--- config.mk ---
export PLATFORM = sky130hd
export DESIGN_NAME = flag_ctrl
export DESIGN_NICKNAME = d
export VERILOG_FILES = /design/src/rtl/flag_ctrl.sv
export SDC_FILE = /design/constraint.sdc
export NUM_CORES = 1
export LEC_CHECK = 0
export ABC_CLOCK_PERIOD_IN_PS = 1400
export CAP_MARGIN = 25
export CORE_UTILIZATION = 41
export DETAILED_ROUTE_END_ITERATION = 8
export PLACE_DENSITY = 0.73
export SLEW_MARGIN = 10
export SYNTH_ARGS = -nofsm -noshare
export SYNTH_HDL_FRONTEND = slang
export SYNTH_SLANG_ARGS = --single-unit
--- constraint.sdc ---
create_clock -name clk -period 1.4 [get_ports clk]
set_input_delay 0.14 -clock clk [delete_from_list [all_inputs] [get_ports clk]]
set_output_delay 0.14 -clock clk [all_outputs]
set_load 0.01 [all_outputs]
--- src/rtl/flag_ctrl.sv ---
// -----------------------------------------------------------------------------
// flag_ctrl
//
// Purpose:
//   Carry/zero flag pipeline for a simple in-order core. The execute stage
//   produces candidate flags; they travel through two in-flight stages
//   (S1 = MEM, S2 = WB) before being committed to the architectural flags.
//   The flags seen by the EX condition check are forwarded from the youngest
//   in-flight writer, falling back to the committed value.
//
// Ports:
//   clk         in   system clock, rising-edge state updates
//   rst_n       in   asynchronous active-low reset
//   ex_valid    in   instruction present in EX
//   ex_opcode   in   [3:0] EX opcode (selects which flags are written)
//   ex_funct    in   [1:0] EX condition field (already folded into ex_wb_en)
//   ex_wb_en    in   writeback enable after conditional squash
//   ex_c_new    in   ALU carry out
//   ex_z_new    in   zero result (ALU or load data)
//   stall       in   EX held: bubble into S1
//   flush       in   kill EX instruction: bubble into S1
//   c_flag      out  forwarded carry for the EX condition check
//   z_flag      out  forwarded zero for the EX condition check
//   arch_c      out  committed carry
//   arch_z      out  committed zero
//   commit_cnt  out  [7:0] number of committed flag updates (wraps)
// -----------------------------------------------------------------------------
module flag_ctrl (
    input  logic       clk,
    input  logic       rst_n,
    input  logic       ex_valid,
    input  logic [3:0] ex_opcode,
    input  logic [1:0] ex_funct,
    input  logic       ex_wb_en,
    input  logic       ex_c_new,
    input  logic       ex_z_new,
    input  logic       stall,
    input  logic       flush,
    output logic       c_flag,
    output logic       z_flag,
    output logic       arch_c,
    output logic       arch_z,
    output logic [7:0] commit_cnt
);

    typedef struct packed {
        logic wc;
        logic wz;
        logic c;
        logic z;
    } stage_t;

    // Returns {write_c, write_z} for an opcode.
    function automatic logic [1:0] decode_we(input logic [3:0] opcode);
        logic [1:0] we;
        case (opcode)
            4'b0000, 4'b0001: we = 2'b11;   // ADD family, ADI
            4'b0010, 4'b0100: we = 2'b01;   // NAND family, LW
            default:          we = 2'b00;
        endcase
        return we;
    endfunction

    stage_t     s1_q, s1_d;
    stage_t     s2_q, s2_d;
    logic       arch_c_q, arch_c_d;
    logic       arch_z_q, arch_z_d;
    logic [7:0] cnt_q, cnt_d;
    logic [1:0] ex_we_s;

    // The condition field is resolved upstream into ex_wb_en; it is kept on
    // the port list for interface completeness only.
    logic       unused_funct_s;
    assign unused_funct_s = ^ex_funct;

    // EX write enables: squashed or absent instructions write nothing.
    always_comb begin
        ex_we_s = 2'b00;
        if (ex_valid && ex_wb_en) begin
            ex_we_s = decode_we(ex_opcode);
        end else begin
            ex_we_s = 2'b00;
        end
    end

    // Next-state for the flag pipeline, commit and commit counter.
    always_comb begin
        s1_d     = stage_t'(4'b0000);
        s2_d     = s1_q;            // S1 always advances; flush never touches S2
        arch_c_d = arch_c_q;
        arch_z_d = arch_z_q;
        cnt_d    = cnt_q;

        if (stall || flush) begin
            s1_d = stage_t'(4'b0000);
        end else begin
            s1_d = '{wc: ex_we_s[1], wz: ex_we_s[0], c: ex_c_new, z: ex_z_new};
        end

        if (s2_q.wc) begin
            arch_c_d = s2_q.c;
        end else begin
            arch_c_d = arch_c_q;
        end

        if (s2_q.wz) begin
            arch_z_d = s2_q.z;
        end else begin
            arch_z_d = arch_z_q;
        end

        if (s2_q.wc || s2_q.wz) begin
            cnt_d = cnt_q + 8'd1;   // natural 8-bit wrap 255 -> 0
        end else begin
            cnt_d = cnt_q;
        end
    end

    // State registers with asynchronous clear; reset drops in-flight updates.
    always_ff @(posedge clk or negedge rst_n) begin
        if (!rst_n) begin
            s1_q     <= stage_t'(4'b0000);
            s2_q     <= stage_t'(4'b0000);
            arch_c_q <= 1'b0;
            arch_z_q <= 1'b0;
            cnt_q    <= 8'd0;
        end else begin
            s1_q     <= s1_d;
            s2_q     <= s2_d;
            arch_c_q <= arch_c_d;
            arch_z_q <= arch_z_d;
            cnt_q    <= cnt_d;
        end
    end

    // Forwarding: youngest in-flight writer wins, else the committed flag.
    // The EX candidate is deliberately not forwarded.
    always_comb begin
        c_flag = 1'b0;
        z_flag = 1'b0;
        if (s1_q.wc) begin
            c_flag = s1_q.c;
        end else if (s2_q.wc) begin
            c_flag = s2_q.c;
        end else begin
            c_flag = arch_c_q;
        end

        if (s1_q.wz) begin
            z_flag = s1_q.z;
        end else if (s2_q.wz) begin
            z_flag = s2_q.z;
        end else begin
            z_flag = arch_z_q;
        end
    end

    assign arch_c     = arch_c_q;
    assign arch_z     = arch_z_q;
    assign commit_cnt = cnt_q;

endmodule

==> run summary <==
drt first pass iters - 2
width of the die - 43.0 microns
Die Height - 43.0 microns
worst-path cell chain - mux2_4, mux2_2, buf_6
max incr delay on CP - 400 ps
clk buf depth - 2
worst skew pair latency - 280 ps
DIE AREA - 1850 sq um
Mapped Area - 688 sq um
CTS sink count - 18
Min-Delay Path Class - in -> async
vias per inst - 5.10
run status - complete, but fails checks
IO Pins - 26
Setup crit start kind - flip-flop
CP Buf/Inv Count - 1
Max Clock Skew - 1.24 ps
Pleak - 0.517 nW
area leader, netlist - dfrtp_1
vias in the first global route - 475
crit-path max FO - 2
H-tree lvl count - 1
max frequency - 658 MHz
initial antenna violation count - 0
Peak VDD IR - 0.000698 V
minimum clock period - 1520 ps
Port Buffers - 23
Initial Utilization - 0.446
CTS Buf Count - 3
first-pass GRT wire length - 2060 microns
total track usage - 0.154
number of hold buffers added after cts - 0
FF-to-FF setup slack - 110 ps
DRC - 0
gr ovfl total - 0
Detail Route Antenna Nets - 0
clock transition at the registers of the reported paths - 90 ps
Setup Viol. Count Final - 2
unrepaired setup endpoints after global routing - true
Hold Vio Cnt, Final - 0
Max Slew Vio Count - 0
Initial DRC Count - 2
Post-Syn Nets - 62
DP HPWL - 861 microns
# rows - 14
endpoint type of the worst setup path - output pin
register area share after synthesis - 0.655
via count - 505
clock root buffer - clkbuf_4
Crit Path Category - reg -> out
cell with the most instances after synthesis - dfrtp_1
Slew HR - 0.849
share of layout cells above drive strength 1 - 0.253
post-route worst setup slack - -119 ps
n_diodes - 0
synth warn - 0
Final Cell Area - 1040 sq um
violated checks - setup timing
Worst Max-Slew Pin Slew - 226 ps
CP max stage cell - dfrtp_1
TritonCTS clock tree - built
pwr/cell area - 1050 nW/um^2
DRT Wirelength - 1170 microns
#FFs+latches synth - 18
crit share post-route - 1.09
Total Nets Final - 100
share of flip-flops with an asynchronous set or reset - 1.00
gpl congestion - 0.681
Max Cap Violations - 0
Synth area leaders - dfrtp_1, xnor2_1, mux2_2
Synth top area share - 0.655
Final Util - 0.675
Layout fillers - 128
drt wl/cell - 11.8 microns
syn_area_per_cell - 14.6 sq um
Seq. cell area - 452 sq um
Req. time, crit path - 1260 ps
number of synthesized flops with an enable pin - 0
largest net degree at the start of global routing - 19
Commonest cells post-synth - dfrtp_1, xnor2_1, mux2_2, nand4_1, nor2_1
main flop type after synthesis - dfrtp_1
number of distinct library cells after synthesis - 16
area delta synth->final - 51.3%
cells after synthesis - 47
area of placed instances - 961 sq um
core area - 1540 sq um
crit-path leading delay family - multiplexers
area of the multi-input gates - 238 sq um
CP arrival - 1380 ps
-- cell usage in the layout (no fill, tap or decap) --
cell type and count:
nand4_1 3, and3_1 1, buf_4 10, maj3_1 1
buf_6 2, dlymetal6s2s_1 1, mux2_2 3, o2111ai_1 1
o211a_1 1, clkbuf_4 3, dlygate4sd2_1 1, ha_1 1
mux2_4 2, nand2_1 1, and2_1 2, o21ai_0 1
nor3_1 1, nand4b_1 1, nor2_1 3, clkdlybuf4s50_1 19
xnor2_1 7, dfrtp_1 17, dfrtp_2 1
-- registers in the layout, indices dropped and copies added, names as in the netlist --
register,flops
s1_q,4
commit_cnt,8
arch_z,1
s2_q,4
arch_c,1
-- path summary, 6_finish.rpt --
kind	start	endpoint	cells past startpoint
max	s2_q[2]	z_flag	3
min	rst_n	commit_cnt[6]	2
max reg2reg	s2_q[3]	commit_cnt[1]	4
min reg2reg	s1_q[3]	s2_q[3]	0
max in group asynchronous	rst_n	commit_cnt[0]	2
min in group clk	s1_q[3]	s2_q[3]	0
-- layout make-up --
type,count,share of cell area
tap,16,0.0192
timing repair buffer,33,0.297
clock buffer,3,0.0216
sequential,18,0.434
multi-input combinational,29,0.228
-- layer usage --
| metal | vias up | routed length [microns] | track usage |
|---|---|---|---|
| met3 | 4 | 66 | 0.0298 |
| met4 | 0 | 20 | 0.0909 |
| met1 | 241 | 483 | 0.177 |
| li1 | 238 | - | - |
| met5 | - | 0 | 0 |
| met2 | 22 | 602 | 0.264 |
-- cells by family (layout without fill, tap and decap cells) --
kind of cell	count (synthesis)	in the layout	share of synthesized area
buffers and inverters	0	36	0
adders and majority gates	2	2	0.0327
and+or+nand+nor	12	12	0.0964
xor gates and xnor gates	7	7	0.0891
muxes	5	5	0.0927
AOI/OAI and AO/OA	3	3	0.0345
DFF	18	18	0.655
-- through the flow --
| stage | total power (W) | hold slack (ps) | setup TNS [ps] | setup WS [ps] | instances |
|---|---|---|---|---|---|
| 2_1_floorplan | 0.000695 | -156 | 0 | 276 | 47 |
| 3_3_place_gp | 0.000831 | 355 | -286 | -144 | 89 |
| 3_5_place_dp | 0.000840 | 367 | -294 | -154 | 89 |
| 4_1_cts | 0.00111 | 177 | -268 | -137 | 97 |
| 5_1_grt | 0.00115 | 190 | -340 | -171 | 99 |
| 6_report | 0.00109 | 177 | -234 | -119 | 99 |
-- worst register-to-register path, cell delays in order (launching register included) --
cell and delay (ps):
dfrtp_1 400, buf_4 130, buf_4 130, nor2_1 170, mux2_2 350
-- report_power, final --
| part | internal, W | leakage [nW] | switching [W] |
|---|---|---|---|
| Combinational | 0.000150 | 0.259 | 0.0000925 |
| Clock | 0.0000999 | 0.0138 | 0.000143 |
| Sequential | 0.000563 | 0.245 | 0.0000401 |
-- repair_timing --
action / 4_1_cts / 5_1_grt
gates resized for setup: 12 / 1
endpoints found under the setup margin: 7 / 4
buffers inserted: 5 / 2
Note: power is estimated with default switching activity, not from simulation.
